[src/rtl/sccb_pkg.sv]
// Shared types and constants for the SCCB request arbiter.
package sccb_pkg;
  localparam logic [7:0] SCCB_DEV_ADDR = 8'h42;
  localparam int REQ_W = 16;
  localparam int ENG_W = 24;

  typedef enum logic [1:0] {
    IDLE,
    XFER,
    GAP,
    RESP
  } state_t;
endpackage

[src/rtl/sccb_arbiter_if.sv]
// Requester, engine and debug signals of the SCCB arbiter.
interface sccb_arbiter_if;
  import sccb_pkg::*;

  // Handshake: x_valid/x_data are held by the requester until x_ready pulses;
  // a request withdrawn before x_ready is dropped. Exactly one x_done or x_err
  // pulse follows every x_ready.
  logic             a_valid;
  logic [REQ_W-1:0] a_data;
  logic             a_ready;
  logic             a_done;
  logic             a_err;
  logic             b_valid;
  logic [REQ_W-1:0] b_data;
  logic             b_ready;
  logic             b_done;
  logic             b_err;
  logic             lock_a;
  logic             eng_en;
  logic [ENG_W-1:0] eng_data;
  logic             eng_end;
  logic             eng_nack;
  logic             busy;
  state_t           dbg_state;
  logic             dbg_prio;

  modport slave (
    input  a_valid, a_data, b_valid, b_data, lock_a, eng_end, eng_nack,
    output a_ready, a_done, a_err, b_ready, b_done, b_err,
           eng_en, eng_data, busy, dbg_state, dbg_prio
  );

  modport master (
    output a_valid, a_data, b_valid, b_data, lock_a, eng_end, eng_nack,
    input  a_ready, a_done, a_err, b_ready, b_done, b_err,
           eng_en, eng_data, busy, dbg_state, dbg_prio
  );
endinterface

[src/rtl/sccb_rr_arbiter.sv]
// Two-requester round robin; prio=0 favours A, prio=1 favours B.
module sccb_rr_arbiter (
  input  logic       clk,
  input  logic       reset,
  input  logic [1:0] req,
  input  logic       mask_b,
  input  logic       advance,
  output logic [1:0] grant,
  output logic       prio
);
  logic [1:0] elig;

  assign elig = {req[1] & ~mask_b, req[0]};

  always_comb begin
    grant = 2'b00;
    if (prio && elig[1])
      grant = 2'b10;
    else if (elig[0])
      grant = 2'b01;
    else if (elig[1])
      grant = 2'b10;
  end

  // Priority moves to whichever requester was not just granted.
  always_ff @(posedge clk or posedge reset) begin
    if (reset)
      prio <= 1'b0;
    else if (advance && (grant != 2'b00))
      prio <= grant[0];
  end
endmodule

[src/rtl/sccb_arbiter.sv]
// Arbitrates two register-write requesters onto one SCCB engine with retry and timeout.
module sccb_arbiter
  import sccb_pkg::*;
#(
  parameter logic [7:0] DEV_ADDR    = SCCB_DEV_ADDR,
  parameter int         MAX_RETRY   = 3,
  parameter int         GAP_CYC     = 8,
  parameter int         TIMEOUT_CYC = 4096
) (
  input logic           clk,
  input logic           reset,
  sccb_arbiter_if.slave bus
);
  localparam int TW = $clog2(TIMEOUT_CYC + 1);
  localparam int GW = $clog2(GAP_CYC + 1);
  localparam int RW = $clog2(MAX_RETRY + 1);
  localparam logic [TW-1:0] T_LAST = TW'(TIMEOUT_CYC - 1);
  localparam logic [GW-1:0] G_LAST = GW'(GAP_CYC - 1);
  localparam logic [RW-1:0] R_LAST = RW'(MAX_RETRY - 1);

  state_t           state, state_nx;
  logic [1:0]       grant;
  logic             prio;
  logic             advance, fin_ok, fin_err;
  logic             owner;
  logic [TW-1:0]    tcnt;
  logic [GW-1:0]    gcnt;
  logic [RW-1:0]    att;
  logic [ENG_W-1:0] eng_data_q;
  logic             a_ready_q, a_done_q, a_err_q, b_ready_q, b_done_q, b_err_q;

  sccb_rr_arbiter u_rr (
    .clk    (clk),
    .reset  (reset),
    .req    ({bus.b_valid, bus.a_valid}),
    .mask_b (bus.lock_a),
    .advance(advance),
    .grant  (grant),
    .prio   (prio)
  );

  always_ff @(posedge clk or posedge reset) begin
    if (reset)
      state <= IDLE;
    else
      state <= state_nx;
  end

  // eng_end is only looked at in XFER, and wins over a same-cycle timeout.
  always_comb begin
    state_nx = state;
    advance  = 1'b0;
    fin_ok   = 1'b0;
    fin_err  = 1'b0;
    case (state)
      IDLE: if (grant != 2'b00) begin
        advance  = 1'b1;
        state_nx = XFER;
      end
      XFER: begin
        if (bus.eng_end) begin
          if (!bus.eng_nack) begin
            fin_ok   = 1'b1;
            state_nx = RESP;
          end else if (att == R_LAST) begin
            fin_err  = 1'b1;
            state_nx = RESP;
          end else begin
            state_nx = GAP;
          end
        end else if (tcnt == T_LAST) begin
          fin_err  = 1'b1;
          state_nx = RESP;
        end
      end
      GAP:     if (gcnt == G_LAST) state_nx = XFER;
      RESP:    state_nx = IDLE;
      default: state_nx = IDLE;
    endcase
  end

  always_ff @(posedge clk or posedge reset) begin
    if (reset) begin
      owner      <= 1'b0;
      eng_data_q <= '0;
      att        <= '0;
      tcnt       <= '0;
      gcnt       <= '0;
      a_ready_q  <= 1'b0;
      a_done_q   <= 1'b0;
      a_err_q    <= 1'b0;
      b_ready_q  <= 1'b0;
      b_done_q   <= 1'b0;
      b_err_q    <= 1'b0;
    end else begin
      a_ready_q <= advance & grant[0];
      b_ready_q <= advance & grant[1];
      a_done_q  <= fin_ok & ~owner;
      a_err_q   <= fin_err & ~owner;
      b_done_q  <= fin_ok & owner;
      b_err_q   <= fin_err & owner;
      if (advance) begin
        owner      <= grant[1];
        eng_data_q <= {DEV_ADDR, grant[1] ? bus.b_data : bus.a_data};
        att        <= '0;
      end else if (state == XFER && bus.eng_end && bus.eng_nack) begin
        att <= att + 1'b1;
      end
      // Timeout counter restarts on every entry to XFER, from IDLE or GAP.
      tcnt <= (state == XFER) ? tcnt + 1'b1 : '0;
      gcnt <= (state == GAP) ? gcnt + 1'b1 : '0;
    end
  end

  assign bus.eng_en    = (state == XFER);
  assign bus.eng_data  = eng_data_q;
  assign bus.busy      = (state != IDLE);
  assign bus.a_ready   = a_ready_q;
  assign bus.a_done    = a_done_q;
  assign bus.a_err     = a_err_q;
  assign bus.b_ready   = b_ready_q;
  assign bus.b_done    = b_done_q;
  assign bus.b_err     = b_err_q;
  assign bus.dbg_state = state;
  assign bus.dbg_prio  = prio;
endmodule

[src/flat_wrapper.sv]
// flat-port wrapper written by rule: the top's interface ports become plain ports
module sccb_arbiter_flat import sccb_pkg::*;
#(
  parameter logic [7:0] DEV_ADDR    = SCCB_DEV_ADDR,
  parameter int         MAX_RETRY   = 3,
  parameter int         GAP_CYC     = 8,
  parameter int         TIMEOUT_CYC = 4096
)
  (clk, reset, bus_a_valid, bus_a_data, bus_b_valid, bus_b_data, bus_lock_a, bus_eng_end, bus_eng_nack, bus_a_ready, bus_a_done, bus_a_err, bus_b_ready, bus_b_done, bus_b_err, bus_eng_en, bus_eng_data, bus_busy, bus_dbg_state, bus_dbg_prio);
  sccb_arbiter_if bus_i ();
  input logic clk;
  input logic reset;
  input wire logic [$bits(bus_i.a_valid)-1:0] bus_a_valid;
  input wire logic [$bits(bus_i.a_data)-1:0] bus_a_data;
  input wire logic [$bits(bus_i.b_valid)-1:0] bus_b_valid;
  input wire logic [$bits(bus_i.b_data)-1:0] bus_b_data;
  input wire logic [$bits(bus_i.lock_a)-1:0] bus_lock_a;
  input wire logic [$bits(bus_i.eng_end)-1:0] bus_eng_end;
  input wire logic [$bits(bus_i.eng_nack)-1:0] bus_eng_nack;
  output wire logic [$bits(bus_i.a_ready)-1:0] bus_a_ready;
  output wire logic [$bits(bus_i.a_done)-1:0] bus_a_done;
  output wire logic [$bits(bus_i.a_err)-1:0] bus_a_err;
  output wire logic [$bits(bus_i.b_ready)-1:0] bus_b_ready;
  output wire logic [$bits(bus_i.b_done)-1:0] bus_b_done;
  output wire logic [$bits(bus_i.b_err)-1:0] bus_b_err;
  output wire logic [$bits(bus_i.eng_en)-1:0] bus_eng_en;
  output wire logic [$bits(bus_i.eng_data)-1:0] bus_eng_data;
  output wire logic [$bits(bus_i.busy)-1:0] bus_busy;
  output wire logic [$bits(bus_i.dbg_state)-1:0] bus_dbg_state;
  output wire logic [$bits(bus_i.dbg_prio)-1:0] bus_dbg_prio;
  assign bus_i.a_valid = bus_a_valid;
  assign bus_i.a_data = bus_a_data;
  assign bus_i.b_valid = bus_b_valid;
  assign bus_i.b_data = bus_b_data;
  assign bus_i.lock_a = bus_lock_a;
  assign bus_i.eng_end = bus_eng_end;
  assign bus_i.eng_nack = bus_eng_nack;
  assign bus_a_ready = bus_i.a_ready;
  assign bus_a_done = bus_i.a_done;
  assign bus_a_err = bus_i.a_err;
  assign bus_b_ready = bus_i.b_ready;
  assign bus_b_done = bus_i.b_done;
  assign bus_b_err = bus_i.b_err;
  assign bus_eng_en = bus_i.eng_en;
  assign bus_eng_data = bus_i.eng_data;
  assign bus_busy = bus_i.busy;
  assign bus_dbg_state = bus_i.dbg_state;
  assign bus_dbg_prio = bus_i.dbg_prio;
  sccb_arbiter #(.DEV_ADDR(DEV_ADDR), .MAX_RETRY(MAX_RETRY), .GAP_CYC(GAP_CYC), .TIMEOUT_CYC(TIMEOUT_CYC)) u_core (.clk(clk), .reset(reset), .bus(bus_i));
endmodule
[config.mk]
export PLATFORM = sky130hd
export DESIGN_NAME = sccb_arbiter_flat
export DESIGN_NICKNAME = d
export VERILOG_FILES = /design/src/rtl/sccb_pkg.sv /design/src/rtl/sccb_arbiter_if.sv /design/src/rtl/sccb_rr_arbiter.sv /design/src/rtl/sccb_arbiter.sv /design/src/flat_wrapper.sv
export SDC_FILE = /design/constraint.sdc
export NUM_CORES = 1
export LEC_CHECK = 0
export CAP_MARGIN = 20
export CORE_MARGIN = 2
export CORE_UTILIZATION = 48
export DETAILED_ROUTE_END_ITERATION = 8
export HOLD_SLACK_MARGIN = 0.1
export PLACE_DENSITY = 0.85
export SKIP_CTS_REPAIR_TIMING = 1
export SLEW_MARGIN = 20
export SYNTH_ARGS = -nofsm -noshare
export SYNTH_HDL_FRONTEND = slang
export SYNTH_SLANG_ARGS = --single-unit
[constraint.sdc]
create_clock -name clk -period 5.5 [get_ports clk]
set_clock_uncertainty 0.1 [all_clocks]
set_input_delay 1.375 -clock clk [delete_from_list [all_inputs] [get_ports clk]]
set_output_delay 1.375 -clock clk [all_outputs]
set_load 0.01 [all_outputs]
Word level (Yosys, flattened, before mapping) --
Index checks and enable logic that the tools add are counted.
Cells by class: add/sub/neg operators 3, equal/unequal tests 9, muxes and demuxes 25, bitwise logic cells 9, reductions and logical operators 9
Operators with widths (number):
- $mux 2 | 10
- $mux 16 | 1
- $add 13x1->13 const B | 1
- $eq 13x12->1 const B | 1
- $mux 13 | 1
- $mux 1 | 11
- $pmux 2 s4 | 1
- $and 1x1->1 | 7
- $eq 2x2->1 const B | 3
- $reduce_bool 2->1 | 3
- $add 4x1->4 const B | 1
- $eq 4x3->1 const B | 1
- $logic_and 1x1->1 | 4
- $mux 4 | 1
- $ne 2x1->1 const B | 2
- $ne 3x2->1 const B | 1
- $reduce_and 3->1 | 1
- $add 2x1->2 const B | 1
- $eq 2x1->1 const B | 1
- $logic_not 2->1 | 1
- $not 1->1 | 2
Word-level totals: register bits after elaboration 46, bits of input ports 39, output and inout bits 35, logic and storage cells 68

Longest topological paths before layout --
depth in word-level cells 9, gate-level depth with buffers 6

By module --
From an unflattened synthesis, not the netlist that was laid out.
Second synthesis, totals: cells, all modules 188, area, all modules 2192.1 µm²
Modules (own cells, without submodules):
- sccb_arbiter | instances 1, cells an instance 180, area each 2119.5 µm²
- sccb_rr_arbiter | instances 1, cells an instance 8, area each 72.6 µm²

Worst setup path before layout --
Ideal clock, no wire load.
path type input to register, start in bus_b_valid, end reg u_core.eng_data_q[0] (netlist: u_core.bus.eng_data[0]), setup time 0.136 ns, arrival time 2.354 ns, path slack 2.910 ns, stages on the path 6, path buffers 2, cells stage by stage nor2b_1 > o21ai_0 > buf_2 > buf_2 > mux2i_1 > o21ai_0
On the way: cells in the longest elaborated chain, start to end 7, elaborated cells between the ends (all ways) 9, those cells by class 6 x mux; 1 x bitwise; 2 x reduce/logical
Ends and longest elaborated chain:
- start: declaration | line flat_wrapper.sv:15 | input wire logic [$bits(bus_i.b_valid)-1:0] bus_b_valid;
- $and 1x1->1 (*) | line sccb_rr_arbiter.sv:13 | assign elig = {req[1] & ~mask_b, req[0]};
- $mux 2 | line sccb_rr_arbiter.sv:21 | else if (elig[1])
- $mux 2 | line sccb_rr_arbiter.sv:19 | else if (elig[0])
- $mux 2 (*) | line sccb_rr_arbiter.sv:17 | if (prio && elig[1])
- $reduce_bool 2->1 | line sccb_arbiter.sv:56 | IDLE: if (grant != 2'b00) begin
- $mux 1 | line sccb_arbiter.sv:56
- $mux 1 | line sccb_arbiter.sv:55 | case (state)
- end signal: assignment | line sccb_arbiter.sv:104 | eng_data_q <= {DEV_ADDR, grant[1] ? bus.b_data : bus.a_data};
- end: declaration | line sccb_arbiter.sv:29 | logic [ENG_W-1:0] eng_data_q;
Mark *: on every way between the ends. The rest lies on a longest branch, timed or not. A chain may end at the register's enable or synchronous reset.

Final worst setup path --
start reg u_core.state[1] (netlist: u_core.bus.dbg_state[1]), end out bus_eng_en
On the way: cells in the longest elaborated chain, start to end 1
Ends and longest elaborated chain:
- start: declaration | line sccb_arbiter.sv:21 | state_t state, state_nx;
- start signal: assignment | line sccb_arbiter.sv:46 | state <= state_nx;
- $eq 2x1->1 | line sccb_arbiter.sv:115 | assign bus.eng_en = (state == XFER);
- end: declaration | line flat_wrapper.sv:26 | output wire logic [$bits(bus_i.eng_en)-1:0] bus_eng_en;
Every way passes these cells.

==> out/results.txt <==
Status - completed
Die height - 70.1 um
Hold/Removal Path Class - reg -> reg
Via count - 1633
Clock-pin slew on the worst setup and hold paths - 0.08 ns
CP Data Arrival Time - 1.99 ns
Slowest CP cell - clkdlybuf4s50_1
Multi-input logic area - 855 um^2
Worst-Margin Slew - 1.05 ns
Worst-Skew Late Latency - 0.29 ns
Post-synthesis async set-or-reset flop share - 1.00
Period minus WS final - 3.46 ns
CP Max Fanout - 13
Vias in the first global route - 1622
RSZ-0062 raised after global routing - no
Core area - 0.00426 mm^2
Gp weighted congestion - 0.767
Dpl hpwl - 3.10 mm
Sum Neg Setup Slack - 0 ns
Initial antenna violation count - 0
Critical Path Start Type - register
Port Buf Inserts - 67
CTS tree - built
CP peak stage delay - 0.57 ns
Vias/cell - 5.10
Hold path depth - 2
Layout Nets - 310
Post-synth EDFFs - 0
Clk buf depth - 2
Register Area - 0.00115 mm^2
Dpl cell area - 0.00278 mm^2
First-pass GRT wire length - 7.17 mm
Share of the yosys chip area belonging to registers - 0.550
CTS Buf Count - 5
Max transition margin - 0.301
Area grow syn2layout - 36.7%
Worst R2R End - u_core.bus.a_err
Slew Limit Fails - 0
Syn Area/Cell - 10.4 um^2
Iteration-0 DRC Markers - 100
Crit share post-route - 0.630
Top FF cell, synth - dfrtp_1
Ports - 74
Buf+Inv Stages, Crit Path - 2
Hold Startpoint - u_core.bus.eng_data[4]
Worst path required time - 4.03 ns
Initial Util - 0.491
Post-DR wirelength/cell - 13.0 um
Chip Width - 70.1 um
Mapped Cells - 202
Cell Pwr Density - 392 mW/mm^2
Largest net degree at the start of global routing - 47
Total GRT Usage - 0.184
Leakage power - 1.32 nW
Cell Area, Synth - 0.00209 mm^2
Share of cells above drive strength 1 - 0.0410
Final non-filler cell area - 0.00286 mm^2
Detail Route Antenna Nets - 0
# rows - 24
Post-synth cell types - 36
Crit path kind - reg -> out
Critical R2R Launch - u_core.tcnt[0]
Total global routing overflow - 0
H-Tree Depth - 2
Fmax - 289 MHz
R2r setup slk - 3.54 ns
FF-to-FF path depth - 5
Drt total wl - 4.17 mm
Cell chain of the critical path - nand2b_1, inv_1, clkdlybuf4s50_1
# DRC - 0
Final setup viols - 0
FILL cells - 351
Worst VDD drop - 229 uV
Register bit total from synthesis - 46
Clock root buffer - clkbuf_8
Crit end category - primary output
Clock Sinks - 46
Hold Path End - u_core.bus.eng_data[4]
N_diodes - 0
Hold Vio Cnt, Final - 0
Critical path origin - u_core.bus.dbg_state[1]
Die footprint - 0.00491 mm^2
Top delay family on crit path - buffers and inverters
Max-Cap Viols - 0
Yosys warnings - 0
TritonRoute pass-1 iters - 4
[worst max-delay path by stage]
stage	to	cells past startpoint
finish	bus_eng_en	3
detailed placement	u_core.bus.eng_data[10]	5
global route	bus_eng_en	3
global placement	u_core.bus.eng_data[10]	5
CTS	bus_eng_en	3
floorplan	u_core.bus.eng_data[0]	6
[flip-flops by register name, indices dropped and copies added (netlist names)]
signal,count
u_core.bus.dbg_state,2
u_core.tcnt,13
u_core.gcnt,4
u_core.bus.a_ready,1
u_core.att,2
u_core.bus.a_err,1
u_core.bus.b_ready,1
u_core.bus.b_done,1
u_core.owner,1
u_core.bus.eng_data,17
u_core.bus.b_err,1
u_core.bus.a_done,1
u_core.u_rr.prio,1
[through the flow]
stage / std cells / utilization / hold WS (ns) / total power, mW / setup WS (ns)
2_1_floorplan: 207 / - / 0.333 / 0.706 / 2.91
3_3_place_gp: 313 / 0.652 / 0.349 / 0.930 / 2.04
3_5_place_dp: 313 / 0.652 / 0.369 / 0.941 / 2.00
4_1_cts: 320 / 0.670 / 0.380 / 1.14 / 2.01
5_1_grt: 320 / 0.671 / 0.399 / 1.20 / 1.93
6_report: 320 / 0.671 / 0.378 / 1.12 / 2.04
[routing by layer]
layer	global-route usage	part of all wire
met5	0	0
met4	0.0812	0.027
met3	0.0678	0.094
met2	0.297	0.46
met1	0.220	0.42
[power breakdown]
part           total [mW]  switching, mW  internal (mW)
Clock               0.191          0.103         0.0876
Combinational       0.438          0.210          0.228
Sequential          0.495         0.0663          0.429
[logic make-up after synthesis]
kind of cell | Yosys count | synth area share
compound gates | 33 | 0.0890
other cells | 1 | 0.00179
buf+inv | 24 | 0.0585
xor+xnor | 12 | 0.0502
fa+ha+maj | 3 | 0.0179
flops | 46 | 0.550
mux | 16 | 0.0765
simple gates | 67 | 0.157
[worst min-delay path, cell delays in order (launching register included)]
cell	delay [ns]
dfrtp_1	0.34
nand2_1	0.05
o21ai_0	0.06
[cells in the mapped netlist (3+ instances only)]
library cell   n  area (um^2)
nand3_1        7         35.0
a21oi_1        3         15.0
clkbuf_1       3         11.3
mux2i_1       16          160
xnor2_1        7         61.3
and3_1         3         18.8
o21ai_0       22          110
xor2_1         5         43.8
nor2_1        20         75.1
nand2b_1       4         25.0
nand2_1       19         71.3
dfrtp_1       46         1150
ha_1           3         37.5
buf_4          8         60.1
inv_1         10         37.5
[layout make-up]
| type | instances | area share |
|---|---|---|
| Clock buffer | 7 | 0.0267 |
| Inverter | 10 | 0.0131 |
| Multi-Input combinational cell | 137 | 0.299 |
| Sequential cell | 46 | 0.402 |
| Tap cell | 52 | 0.0227 |
| Timing Repair Buffer | 68 | 0.237 |
[layout by cell type (no fill, tap or decap), drive strengths merged, types with 2 or more instances in the layout]
master and count:
clkdlybuf4s50 67, dfrtp 46, o21ai 23, nor2 20, nand2 19, mux2i 16
inv 9, nand3 7, xnor2 7, clkbuf 7, conb 6, xor2 5
nand2b 4, and3 3, a21oi 3, ha 3, a31oi 2, nand4 2
nor3 2, and2 2, o31ai 2
Power figures use the tool's default switching activity.
